## src/rtl/display_scheduler_if.sv

```systemverilog
// Bundle between the content sources, the display scheduler and the DispHexMux.
// The scheduler connects through the slave modport. The driving side uses the master modport.
interface display_scheduler_if;
  logic        tick;
  logic        hold;
  logic [3:0]  req;
  logic [59:0] src_hex;
  logic [11:0] src_dp;
  logic [4:0]  hex2;
  logic [4:0]  hex1;
  logic [4:0]  hex0;
  logic [2:0]  dp;
  logic [2:0]  en_mask;
  logic [3:0]  grant;
  logic [1:0]  sel;

  modport master (
    output tick, hold, req, src_hex, src_dp,
    input  hex2, hex1, hex0, dp, en_mask, grant, sel
  );

  modport slave (
    input  tick, hold, req, src_hex, src_dp,
    output hex2, hex1, hex0, dp, en_mask, grant, sel
  );
endinterface

```

## src/rtl/display_scheduler.sv

```systemverilog
// Round-robin time-sharing of the 3-digit display between four content sources.
// A blank tick separates slots that belong to different sources.
module display_scheduler #(
  parameter int DWELL_TICKS = 4
) (
  input logic clk,
  input logic reset,
  display_scheduler_if.slave bus
);

  typedef enum logic [1:0] {IDLE, SHOW, GAP} state_t;

  localparam logic [7:0] DWELL_LAST = 8'(DWELL_TICKS - 1);

  state_t      state_q, state_d;
  logic [1:0]  sel_q, sel_d;
  logic [1:0]  ptr_q, ptr_d;
  logic [7:0]  dwell_q, dwell_d;
  logic [1:0]  nxt_q, nxt_d;
  logic [3:0]  grant_q, grant_d;
  logic [2:0]  en_q, en_d;
  logic [14:0] hex_q, hex_d;
  logic [2:0]  dp_q, dp_d;
  logic [2:0]  pick;
  logic        slot_end;

  // The result is {found, index}. It holds the first requester at or after start, wrapping modulo 4.
  function automatic logic [2:0] rr_pick(input logic [3:0] r, input logic [1:0] start);
    logic [2:0] res;
    logic [1:0] k;
    res = 3'b000;
    for (int i = 0; i < 4; i++) begin
      k = start + i[1:0];
      if (!res[2] && r[k]) res = {1'b1, k};
    end
    return res;
  endfunction

  always_comb begin
    state_d  = state_q;
    sel_d    = sel_q;
    ptr_d    = ptr_q;
    dwell_d  = dwell_q;
    nxt_d    = nxt_q;
    pick     = 3'b000;
    slot_end = 1'b0;
    unique case (state_q)
      IDLE: begin
        pick = rr_pick(bus.req, ptr_q);
        if (pick[2]) begin
          state_d = SHOW;
          sel_d   = pick[1:0];
          dwell_d = 8'd0;
        end
      end
      SHOW: begin
        slot_end = !bus.req[sel_q] ||
                   (bus.tick && !bus.hold && dwell_q == DWELL_LAST);
        if (slot_end) begin
          ptr_d = sel_q + 2'd1;
          pick  = rr_pick(bus.req, sel_q + 2'd1);
          if (!pick[2]) begin
            state_d = IDLE;
          end else if (pick[1:0] == sel_q) begin
            dwell_d = 8'd0;
          end else begin
            state_d = GAP;
            nxt_d   = pick[1:0];
          end
        end else if (bus.tick && !bus.hold) begin
          dwell_d = dwell_q + 8'd1;
        end
      end
      GAP: begin
        if (bus.tick) begin
          // Requests that appeared during the gap are seen only by this re-pick.
          pick = bus.req[nxt_q] ? {1'b1, nxt_q} : rr_pick(bus.req, ptr_q);
          if (pick[2]) begin
            state_d = SHOW;
            sel_d   = pick[1:0];
            dwell_d = 8'd0;
          end else begin
            state_d = IDLE;
          end
        end
      end
      default: state_d = IDLE;
    endcase
  end

  // Outputs are loaded from the next-state values so that they line up with the state.
  always_comb begin
    grant_d = 4'b0000;
    en_d    = 3'b000;
    hex_d   = 15'd0;
    dp_d    = 3'b000;
    if (state_d == SHOW) begin
      grant_d = 4'b0001 << sel_d;
      en_d    = 3'b111;
      hex_d   = bus.src_hex[15*sel_d +: 15];
      dp_d    = bus.src_dp[3*sel_d +: 3];
    end
  end

  always_ff @(posedge clk) begin
    if (reset) begin
      state_q <= IDLE;
      sel_q   <= 2'd0;
      ptr_q   <= 2'd0;
      dwell_q <= 8'd0;
      nxt_q   <= 2'd0;
      grant_q <= 4'b0000;
      en_q    <= 3'b000;
      hex_q   <= 15'd0;
      dp_q    <= 3'b000;
    end else begin
      state_q <= state_d;
      sel_q   <= sel_d;
      ptr_q   <= ptr_d;
      dwell_q <= dwell_d;
      nxt_q   <= nxt_d;
      grant_q <= grant_d;
      en_q    <= en_d;
      hex_q   <= hex_d;
      dp_q    <= dp_d;
    end
  end

  assign bus.grant   = grant_q;
  assign bus.en_mask = en_q;
  assign bus.hex2    = hex_q[14:10];
  assign bus.hex1    = hex_q[9:5];
  assign bus.hex0    = hex_q[4:0];
  assign bus.dp      = dp_q;
  assign bus.sel     = sel_q;

endmodule

```

## src/flat_wrapper.sv

```systemverilog
// flat-port wrapper written by rule: the top's interface ports become plain ports
module display_scheduler_flat 
#(
  parameter int DWELL_TICKS = 4
)
  (clk, reset, bus_tick, bus_hold, bus_req, bus_src_hex, bus_src_dp, bus_hex2, bus_hex1, bus_hex0, bus_dp, bus_en_mask, bus_grant, bus_sel);
  display_scheduler_if bus_i ();
  input logic clk;
  input logic reset;
  input wire logic [$bits(bus_i.tick)-1:0] bus_tick;
  input wire logic [$bits(bus_i.hold)-1:0] bus_hold;
  input wire logic [$bits(bus_i.req)-1:0] bus_req;
  input wire logic [$bits(bus_i.src_hex)-1:0] bus_src_hex;
  input wire logic [$bits(bus_i.src_dp)-1:0] bus_src_dp;
  output wire logic [$bits(bus_i.hex2)-1:0] bus_hex2;
  output wire logic [$bits(bus_i.hex1)-1:0] bus_hex1;
  output wire logic [$bits(bus_i.hex0)-1:0] bus_hex0;
  output wire logic [$bits(bus_i.dp)-1:0] bus_dp;
  output wire logic [$bits(bus_i.en_mask)-1:0] bus_en_mask;
  output wire logic [$bits(bus_i.grant)-1:0] bus_grant;
  output wire logic [$bits(bus_i.sel)-1:0] bus_sel;
  assign bus_i.tick = bus_tick;
  assign bus_i.hold = bus_hold;
  assign bus_i.req = bus_req;
  assign bus_i.src_hex = bus_src_hex;
  assign bus_i.src_dp = bus_src_dp;
  assign bus_hex2 = bus_i.hex2;
  assign bus_hex1 = bus_i.hex1;
  assign bus_hex0 = bus_i.hex0;
  assign bus_dp = bus_i.dp;
  assign bus_en_mask = bus_i.en_mask;
  assign bus_grant = bus_i.grant;
  assign bus_sel = bus_i.sel;
  display_scheduler #(.DWELL_TICKS(DWELL_TICKS)) u_core (.clk(clk), .reset(reset), .bus(bus_i));
endmodule
```

## config.mk

```make
export PLATFORM = sky130hd
export DESIGN_NAME = display_scheduler_flat
export DESIGN_NICKNAME = d
export VERILOG_FILES = /design/src/rtl/display_scheduler_if.sv /design/src/rtl/display_scheduler.sv /design/src/flat_wrapper.sv
export SDC_FILE = /design/constraint.sdc
export NUM_CORES = 1
export LEC_CHECK = 0
export CORE_ASPECT_RATIO = 0.9
export CORE_MARGIN = 2
export CORE_UTILIZATION = 39
export CTS_BUF_LIST = sky130_fd_sc_hd__clkbuf_2
export DETAILED_ROUTE_END_ITERATION = 8
export GPL_TIMING_DRIVEN = 0
export PLACE_DENSITY_LB_ADDON = 0.05
export SYNTH_ARGS = -nofsm -noshare
export SYNTH_HDL_FRONTEND = slang
export SYNTH_SLANG_ARGS = --single-unit
```

## constraint.sdc

```tcl
create_clock -name clk -period 2.35 [get_ports clk]
set_clock_uncertainty 0.1 [all_clocks]
set_input_delay 0.235 -clock clk [delete_from_list [all_inputs] [get_ports clk]]
set_output_delay 0.235 -clock clk [all_outputs]
set_load 0.1 [all_outputs]
```

# --- Yosys cells after proc, flatten, opt, wreduce, memory -nomap -nowiden ---
# Index checks and enable logic that the tools add are counted.
# Widths: inputs -> output; s select.
word_totals:
  mem_bits_ro: 0
  word_cells: 146
  ram_bits: 0
  output_inout_bits: 27
  mem_count: 0
  register_bits: 41
  input_bits: 80
  latchBits: 0
classes:
  n_eq_ne: 11
  n_shift: 3
  n_div: 0
  muxes: 72
  reduce_logical: 29
  n_lt_le_gt_ge: 10
  multipliers: 2
  n_addsub: 8
  bitwise: 2
ops:
  columns: ["op", "count"]
  rows:
  - ["$mux 3", 33]
  - ["$shiftx 60x7->15", 1]
  - ["$mux 8", 7]
  - ["$lt 2x3->1 const B", 10]
  - ["$pmux 8 s3", 1]
  - ["$bmux 1 s2", 10]
  - ["$mux 2", 8]
  - ["$shiftx 12x5->3", 1]
  - ["$logic_and 1x1->1", 11]
  - ["$logic_not 1->1", 11]
  - ["$mux 1", 11]
  - ["$add 2x2->2 const B", 4]
  - ["$add 8x1->8 const B", 1]
  - ["$eq 8x2->1 const B", 1]
  - ["$reduce_and 7->1", 1]
  - ["$add 2x1->2 const B", 3]
  - ["$mul 4x2->6 const A", 1]
  - ["$ne 3x3->1 const B", 2]
  - ["$pmux 2 s3", 1]
  - ["$eq 2x1->1 const B", 2]
  - ["$mul 2x2->4 const A", 1]
  - ["$ne 2x2->1 const B", 2]
  - ["$pmux 2 s2", 1]
  - ["$reduce_and 4->1", 1]
  - ["other kinds (11)", 12]

# --- Depth between registers and ports, before layout ---
# Gate-level depths: netlist of run 1.
logic_depth:
  depth_word: 29
  mapped_depth: 9
  mapped_depth_nobuf: 7

# --- Least setup slack after synthesis of run 1 ---
# OpenSTA, ideal clock, no wires.
synth_timing:
  kind: "reg-to-reg"
  from: "register u_core.sel_q[1], in the netlist u_core.bus.sel[1]"
  to: "register u_core.dwell_q[1]"
  path_stages_with_launch: 8
  slack_ns: -0.365
  setup_time_ns: 0.071
  t_required_ns: 2.179
  arrival_time_ns: 2.544
  period_less_slack_ns: 2.715
  n_path_buf: 1
  path_cell_list: "dfxtp_1 > clkbuf_1 > mux4_2 > o31ai_4 > o41ai_2 > a31oi_4 > or3_1 > a21oi_1"
synth_via:
  elab_chain_len: 24
  elab_cells_between_ends: 41
  classes_between: "4 x add/sub; 4 x eq/ne; 24 x mux; 9 x reduce/logical"
synth_lines:
  columns: ["item", "line", "source"]
  rows:
  - ["start: declaration", "display_scheduler.sv:16", "logic [1:0] sel_q, sel_d;"]
  - ["start signal: assignment", "display_scheduler.sv:118", "sel_q <= sel_d;"]
  - ["$add 2x1->2", "display_scheduler.sv:61", "pick = rr_pick(bus.req, sel_q + 2'd1);"]
  - ["$bmux 1 s2", "display_scheduler.sv:34", "if (!res[2] && r[k]) res = {1'b1, k};"]
  - ["$mux 1 (implied by the code)", "display_scheduler.sv:34", null]
  - ["$mux 3", "display_scheduler.sv:34", null]
  - ["$mux 3", "display_scheduler.sv:59", "if (slot_end) begin"]
  - ["$mux 3", "display_scheduler.sv:47", "unique case (state_q)"]
  - ["$logic_not 1->1", "display_scheduler.sv:34", null]
  - ["$logic_and 1x1->1", "display_scheduler.sv:34", null]
  - ["(+8 left out)", null, null]
  - ["$logic_not 1->1", "display_scheduler.sv:34", null]
  - ["$logic_and 1x1->1", "display_scheduler.sv:34", null]
  - ["$mux 3", "display_scheduler.sv:34", null]
  - ["$mux 3", "display_scheduler.sv:59", null]
  - ["$mux 3", "display_scheduler.sv:47", null]
  - ["$eq 2x2->1", "display_scheduler.sv:64", "end else if (pick[1:0] == sel_q) begin"]
  - ["$ne 3x3->1 (no source line)", null, null]
  - ["$reduce_and 7->1 (no source line)", null, null]
  - ["end signal: assignment", "display_scheduler.sv:120", "dwell_q <= dwell_d;"]
  - ["end: declaration", "display_scheduler.sv:18", "logic [7:0] dwell_q, dwell_d;"]
# Several ways; a longest one is shown, not always the timed one. The select of a mux whose other input is x is not followed.
# A chain may end at the register's enable or synchronous reset.

# --- Final worst setup path of run 1 ---
layout_timing:
  from: "input port bus_req[0]"
  to: "register u_core.hex_q[11]"
layout_via:
  elab_chain_len: 28
  elab_cells_between_ends: 89
  classes_between: "1 x mul; 2 x eq/ne; 1 x shift; 63 x mux; 1 x bitwise; 21 x reduce/logical"
layout_lines:
  columns: ["item", "line", "source"]
  rows:
  - ["start: declaration", "flat_wrapper.sv:12", "input wire logic [$bits(bus_i.req)-1:0] bus_req;"]
  - ["branches (longest 28 deep; another with $mux 3)", null, null]
  - ["end signal: assignment", "display_scheduler.sv:114", "hex_q <= 15'd0;"]
  - ["end signal: assignment", "display_scheduler.sv:124", "hex_q <= hex_d;"]
  - ["end: declaration", "display_scheduler.sv:22", "logic [14:0] hex_q, hex_d;"]
# Several ways; the timed one is not identified. The select of a mux whose other input is x is not followed.

==> results of run 1 <==
==> per-layer routing <==
metal	track usage, %	wire [um]	up-vias
met4	5.16	65	0
met2	34.9	3500	84
met3	5.36	437	6
met5	0	0	-
met1	26.7	3260	1192
li1	-	-	1285
==> registers in the layout, summed over array words and instances (netlist names), 2 cells and up <==
| register | count |
|---|---|
| u_core.bus.sel | 2 |
| u_core.bus.dp | 3 |
| u_core.state_q | 2 |
| u_core.bus.grant | 4 |
| u_core.dwell_q | 8 |
| u_core.ptr_q | 2 |
| u_core.nxt_q | 2 |
| u_core.hex_q | 15 |
==> synth_stat cells, types with 2 or more instances <==
cell type / n / share of area (%)
nand2_1: 43 / 6.8
dfxtp_1: 39 / 33
nor2_1: 26 / 4.1
a211oi_1: 18 / 5.7
a21oi_1: 15 / 3.1
buf_2: 15 / 3.1
a311oi_1: 11 / 4.0
a21boi_1: 10 / 3.1
a311oi_2: 9 / 5.7
a21boi_0: 8 / 2.5
nand2b_1: 8 / 2.1
o21ai_1: 7 / 1.5
buf_4: 5 / 1.6
nor2b_1: 5 / 1.3
nor3_1: 5 / 1.0
or3_1: 5 / 1.3
and3_1: 4 / 1.0
clkbuf_1: 4 / 0.63
inv_1: 3 / 0.47
nand3b_1: 3 / 0.94
o21ai_0: 3 / 0.63
a31oi_1: 2 / 0.52
and3b_1: 2 / 0.73
inv_2: 2 / 0.31
mux2i_1: 2 / 0.84
mux4_2: 2 / 1.9
nand3_1: 2 / 0.42
nor3b_1: 2 / 0.63
o22ai_1: 2 / 0.52
or2_1: 2 / 0.52
==> placed cells by master (no fill, tap or decap), types with 8 or more instances in the layout <==
master,n
a21oi_1,15
a21boi_0,8
dfxtp_1,33
a311oi_2,9
a21boi_1,10
nand2_1,43
nand2b_1,8
clkdlybuf4s50_1,101
buf_4,13
a211oi_1,11
nor2_1,26
a311oi_1,11
==> path summary, 6_finish.rpt <==
| kind | endpoint | slack, ps | depth (start not counted) |
|---|---|---|---|
| max | u_core.hex_q[11] | 20 | 10 |
| min | u_core.dwell_q[6] | 70 | 2 |
| max reg2reg | u_core.hex_q[11] | 50 | 8 |
| min reg2reg | u_core.dwell_q[1] | 400 | 2 |
==> stage by stage <==
| stage | setup TNS (ps) | instances | worst slack (ps) | util (%) |
|---|---|---|---|---|
| detailed placement | -11660 | 463 | -501 | 58.7 |
| finish | 0 | 476 | 22.6 | 63.1 |
| CTS | 0 | 474 | 3.43 | 60.6 |
| global placement | -10560 | 463 | -457 | 58.7 |
| floorplan | -57.8 | 286 | -57.8 | - |
| global route | -202 | 476 | -35.6 | 63.1 |
==> cell type report <==
type / instances / share of cell area (%)
clock inverters: 3 / 1.15
multi-input cells: 216 / 40.8
inverters: 5 / 0.495
flip-flops and latches: 39 / 20.8
plain buffers: 26 / 4.85
well taps: 72 / 2.37
clock buffers: 5 / 0.659
repair buffers: 110 / 28.8
==> timing repair <==
action	4_1_cts	5_1_grt
buffers inserted	3	2
pin swaps	2	3
resized for setup	10	38
endpoints found under the setup margin	32	31
hold buffers	0	0
==> where the power goes <==
part	internal, mW	total (mW)	leakage, nW	switching (mW)
logic	0.530	1.61	1.06	1.08
registers	0.755	0.798	0.323	0.0431
clock network	0.181	0.430	0.0429	0.249
==> cell families after synthesis <==
| family | share of synthesized area (%) |
|---|---|
| DFF | 32.7 |
| muxes | 3.20 |
| xor gates and xnor gates | 0.367 |
| adders and majority gates | 0.524 |
| buffers and inverters | 6.76 |
| AOI/OAI and AO/OA | 32.2 |
| and+or+nand+nor | 24.3 |
==> results.yml, run 1 <==
clocking:
  cts_tree: "yes"
  clock_path_buffers: 2
  clk-insertion-delay-late_ps: 400
  cts_sinks: 39
  cts.clk_slew.worst_paths_ps: 240
  cts_made_buffers: 5
  cts_root_buf: "clkbuf_2"
  h-tree-depth: 2
sta:
  slew_headroom_pct: 32.9
  worst_pin_slew_ps: 1000
  min_period_ps: 2330
  fin_crit_sh_pct: 99.0
  setup_violations: 0
  hold_violations: 0
  slew_viol_final: 0
  rsz0062_at_grt: "true"
  max_freq_mhz: 430
  hold-worst-slack_ps: 68.5
worst_setup_path:
  crit_family: "buffers and inverters"
  worstPathArrival_ps: 2550
  slowest_delay_ps: 490
  endpoint_kind: "flip-flop"
  required_ps: 2570
  cp_cell_sequence: "clkdlybuf4s50_1 > buf_4 > mux2i_1 > o21ai_1 > or4_1 > buf_4 > clkbuf_4 > a21boi_1 > a211oi_2 > a311oi_2"
  crit_buf_inv: 4
  critPathLaunchType: "input port"
  timing.critical_path.mode_cell: "buf_4"
  path_class: "input port to flip-flop"
  worst-path-max-fanout: 10
  cp_slowest_cell: "or4_1"
  cp-startpoint: "bus_req[0]"
  reg2reg_from: "u_core.nxt_q[0]"
route:
  drt.antenna.violating_nets: 0
  remaining_drc_errors: 0
  wire_per_inst_um: 15.3
  wl_um: 7270
  drt-vias-per-instance: 5.39
  drt_iter0_markers: 71
  dr.pass1.iters: 4
  route.vias.total: 2567
placed_design:
  dpl.hpwl_um: 5320
  place_area_sq_um: 3530
  portBuffers: 105
  gp_congestion: 0.867
cells_and_area:
  regArea_sq_um: 791
  multi_input_area_sq_um: 1550
  nNetsFinal: 484
  drive_gt1_share_pct: 18.8
  antennaDiodeCount: 0
  fillers: 555
  area_delta_synth_final_pct: 58.9
  design_area_sq_um: 3790
logic_synthesis:
  yosysSeqAreaShare_pct: 32.7
  synth_fp_nets: 367
  yosysUniqueCellTypes: 52
  synthFlopType: "dfxtp_1"
  syn_inst: 286
  ys_seq_elements: 39
  ys.warnings.count: 0
  syn_area_per_cell_sq_um: 8.35
  ys_async_sr_fraction_pct: 0
  syn_area_sq_um: 2390
  synth-edff-count: 0
global_route:
  grt_pass1_wl_um: 11400
  grt_pass1_vias: 2394
  grt_use_total_pct: 20.9
  grt_antenna_before_repair: 0
  grt.overflow.total: 0
  grt_max_degree: 14
die:
  std_cell_rows: 27
  die_w_um: 86.5
  num_io_pins: 107
  dieArea_sq_um: 6770
  start_util_pct: 39.7
  die_h_um: 78.2
  core-area_sq_um: 6010
min_path:
  min_from: "reset"
  hold_class: "input port to flip-flop"
outcome:
  status: "finished clean"
run:
  drv.max_cap_violation_count: 0
pwr:
  ir_drop_mv: 0.352
  leakagePower_nw: 1.43
  powerDensity_nw_per_um2: 748
  power_mw: 2.84
No activity file was read; power rests on OpenSTA's default activity.
==> inputs of run 2 (changes only) <==
--- a/config.mk
+++ b/config.mk
@@ -6,12 +6,12 @@
 export NUM_CORES = 1
 export LEC_CHECK = 0
 export CORE_ASPECT_RATIO = 0.9
-export CORE_MARGIN = 2
+export CORE_MARGIN = 4
 export CORE_UTILIZATION = 39
 export CTS_BUF_LIST = sky130_fd_sc_hd__clkbuf_2
 export DETAILED_ROUTE_END_ITERATION = 8
-export GPL_TIMING_DRIVEN = 0
 export PLACE_DENSITY_LB_ADDON = 0.05
+export SKIP_CTS_REPAIR_TIMING = 1
 export SYNTH_ARGS = -nofsm -noshare
 export SYNTH_HDL_FRONTEND = slang
 export SYNTH_SLANG_ARGS = --single-unit
==> results.yml, run 2 (synthesis gave the netlist of run 1 again) <==
clocking:
  clk-insertion-delay-late_ps: 430
  cts_sinks: 39
  h-tree-depth: 2
  cts_made_buffers: 5
  clock_path_buffers: 2
  cts.clk_slew.worst_paths_ps: 230
  cts_root_buf: "clkbuf_2"
  cts_tree: "yes"
worst_setup_path:
  required_ps: 2570
  crit_buf_inv: 3
  worst-path-max-fanout: 6
  endpoint_kind: "flip-flop"
  cp_slowest_cell: "or4b_4"
  cp_cell_sequence: "ha_4 > or4b_4 > o31ai_4 > buf_4 > a31oi_1 > o21ai_2 > buf_4 > clkbuf_16 > a311oi_1"
  crit_family: "compound AO/OA/AOI/OAI gates"
  path_class: "flip-flop to flip-flop"
  worstPathArrival_ps: 2500
  timing.critical_path.mode_cell: "buf_4"
  critPathLaunchType: "flip-flop"
  slowest_delay_ps: 480
route:
  dr.pass1.iters: 4
  drt_iter0_markers: 116
  route.vias.total: 2608
  wire_per_inst_um: 15.2
  wl_um: 7530
  drt.antenna.violating_nets: 0
  drt-vias-per-instance: 5.26
  remaining_drc_errors: 0
placed_design:
  portBuffers: 106
  gp_congestion: 0.835
  dp_slack_ps: -384
  dp_cells: 482
  dpl.hpwl_um: 5690
  place_area_sq_um: 3760
cells_and_area:
  mostFrequentLayoutCell: "clkdlybuf4s50_1"
  final_cell_mix: "clkdlybuf4s50_1, buf_4, nand2_1, dfxtp_1, nor2_1"
  nNetsFinal: 506
  drive_gt1_share_pct: 28.4
  fillers: 483
  largest_reg_flops: 15
  final_util_pct: 67.7
  regArea_sq_um: 791
  area_delta_synth_final_pct: 65.0
  final_cells: 496
  antennaDiodeCount: 0
  regMostFlops: "u_core.hex_q"
  design_area_sq_um: 3940
  multi_input_area_sq_um: 1500
die:
  num_io_pins: 107
  dieArea_sq_um: 7440
  std_cell_rows: 26
  die_h_um: 82.2
  die_w_um: 90.5
  start_util_pct: 41.0
  core-area_sq_um: 5820
min_path:
  hold_class: "input port to flip-flop"
run:
  drv.max_cap_violation_count: 0
sta:
  hold_violations: 0
  worst_pin_slew_ps: 381
  min_period_ps: 2280
  layout_setup_ws_ps: 72.7
  max_freq_mhz: 439
  slew_viol_final: 0
  setup_violations: 0
  fin_crit_sh_pct: 96.9
  slew_headroom_pct: 74.4
pwr:
  sequentialPowerShare_pct: 28.0
  power.switching_mw: 1.37
  powerDensity_nw_per_um2: 734
  intPower_mw: 1.52
  leakagePower_nw: 1.59
  ir_drop_mv: 0.468
  combPwrFrac_pct: 57.0
  sw_frac_of_total_pct: 47.4
  clockPowerShare_pct: 15.0
  power_mw: 2.89
global_route:
  grt_antenna_before_repair: 0
  grt_max_degree: 31
  grt_pass1_vias: 2540
  grt_use_total_pct: 19.5
  grt.overflow.total: 0
  grt_pass1_wl_um: 11800
outcome:
  status: "finished clean"
## run 2: changes by cell type in the layout (fill, tap and decap cells not counted), sizes merged
| cell | delta |
|---|---|
| buf | +55 |
| clkbuf | -7 |
| clkdlybuf4s50 | -22 |
| dlygate4sd2 | -2 |
| dlymetal6s2s | -2 |
## run 2: path summary, 6_finish.rpt
kind                          start                 to  slack, ps  cells after the start
setup / recovery  u_core.dwell_q[0]   u_core.bus.dp[1]         70                      9
hold / removal       bus_src_hex[0]    u_core.hex_q[0]        260                      3
setup reg to reg  u_core.dwell_q[0]   u_core.bus.dp[1]         70                      9
hold reg to reg   u_core.dwell_q[1]  u_core.dwell_q[1]        400                      2
## run 2: layout make-up
class	count	share of cell area [%]
Sequential cell	39	20.1
Inverter	5	0.476
Clock buffer	5	0.635
Tap cell	70	2.22
Multi-Input combinational cell	216	38.0
Clock inverter	3	1.11
Timing Repair Buffer	158	37.4
## run 2: worst min-delay path: cells and delay by family
kind	cells	cell delay, ps
AOI/OAI and AO/OA	1	80
and+or+nand+nor	1	50
buffers and inverters	1	390
## run 2: power by group through the flow
stage	Combinational (mW)	Sequential [mW]	Clock (mW)
2_1_floorplan	0.530	1.39	0
3_3_place_gp	1.59	0.822	0
3_5_place_dp	1.61	0.823	0
4_1_cts	1.61	0.810	0.444
5_1_grt	1.74	0.824	0.475
6_report	1.65	0.810	0.433
## run 2: stage by stage
stage | hold WS, ps | setup TNS (ps)
2_1_floorplan | 299 | -57.8
3_3_place_gp | 359 | -6220
3_5_place_dp | 374 | -9400
4_1_cts | 247 | -1340
5_1_grt | 240 | -222
6_report | 255 | 0
## run 2: layer usage
metal | global-route usage [%] | part of all wire [%] | up-vias
li1 | - | - | 1329
met4 | 6.42 | 1.2 | 0
met1 | 24.5 | 45 | 1185
met5 | 0 | 0 | -
met2 | 32.9 | 46 | 84
met3 | 5.34 | 7.8 | 10
==> patch: new RTL, settings of run 2 <==
Re-encode `state_t` (3 states) as one-hot, 3 bits wide.
--- a/src/rtl/display_scheduler.sv
+++ b/src/rtl/display_scheduler.sv
@@ -10,3 +10,3 @@
 
-  typedef enum logic [1:0] {IDLE, SHOW, GAP} state_t;
+  typedef enum logic [2:0] {IDLE = 3'b001, SHOW = 3'b010, GAP = 3'b100} state_t;
 
Formal check against the unedited RTL: no difference found for any inputs over 4 cycles, from zero or initial values and one cycle with reset high; so few cycles prove little.
==> patch against run 2 <==
  * Sequential cell count rose by 1
  * Design area fell by 4.7%
  * Highest routed layer unchanged
  * Hold slack improved by 0.080 ns
  * Area after synthesis fell by 1.4%
  * Routed wire length fell by 9.2%
  * Setup slack improved by 0.046 ns
  * Total power fell by 16%
  * Synthesized cell count fell by 9.4%
==> patch: results (changes against run 2) <==
Outcome
  – Status: completed (unchanged)

Synth
  – XOR/XNOR Fraction of Synth Area: 0.7439% (was 0.3667%)
  – Portion of netlist area occupied by mux cells: 18.44% (was 3.195%)
  – Avg Inst Size Synth: 9.092 um^2 (was 8.352 um^2)
  – Synth Net Count: 340 (was 367)

Route
  – Via/cell ratio: 5.302 (was 5.258)
  – Wire length on met2: 3.371 mm (was 3.498 mm)
  – Length of routed wiring on met1: 2.972 mm (was 3.357 mm)
  – Number of DRC markers in iteration 0: 47 (was 116)

Layout
  – Signal buffers: 146 (was 158)
  – Nets@finish: 471 (was 506)
  – Clkbuf count: 6 (was 5)
  – Buffering overhead: 36.04% (was 37.44%)
  – Multi-input combinational area share: 38.17% (was 38.04%)

Placement
  – DPL Wire Length: 5.362 mm (was 5.686 mm)
  – Pre-CTS setup slack: -0.3699 ns (was -0.3840 ns)
  – GP Congestion: 0.8164 (was 0.8348)

Global route
  – M2 GR Usage: 31.61% (was 32.86%)
  – Met3 GRT Util: 4.762% (was 5.344%)

Power and ir drop
  – Cell area power density: 650.4 nW/um^2 (was 734.4 nW/um^2)
  – Flop+latch power: 0.791 mW (was 0.810 mW)
  – Sw power: 1.055 mW (was 1.372 mW)

Clock network
  – Worst-Skew Late Latency: 0.41 ns (was 0.43 ns)
  – Clk sinks: 40 (was 39)

Setup path
  – Slowest stage cell, crit path: or4_4 (was or4b_4)
==> patch: changes by cell type after synthesis, sizes merged, moves of 5 or more <==
cell    delta
nor2       -6
a211oi    -17
a21boi    -17
mux2i     +38
a311oi    -18
nor3       -5
o22ai     +17
nand2     -32
==> patch: final timing paths <==
| kind | from | cells past startpoint | slack, ns | end |
|---|---|---|---|---|
| setup / recovery | u_core.dwell_q[4]$_SDFFE_PP0P_ | 8 | 0.12 | u_core.nxt_q[1]$_SDFFE_PP0P_ |
| hold / removal | bus_src_dp[4] | 3 | 0.34 | u_core.bus.dp[1]$_SDFF_PP0_ |
| setup reg to reg | u_core.dwell_q[4]$_SDFFE_PP0P_ | 8 | 0.12 | u_core.nxt_q[1]$_SDFFE_PP0P_ |
| hold reg to reg | u_core.dwell_q[7]$_SDFFE_PP0P_ | 2 | 0.42 | u_core.dwell_q[7]$_SDFFE_PP0P_ |
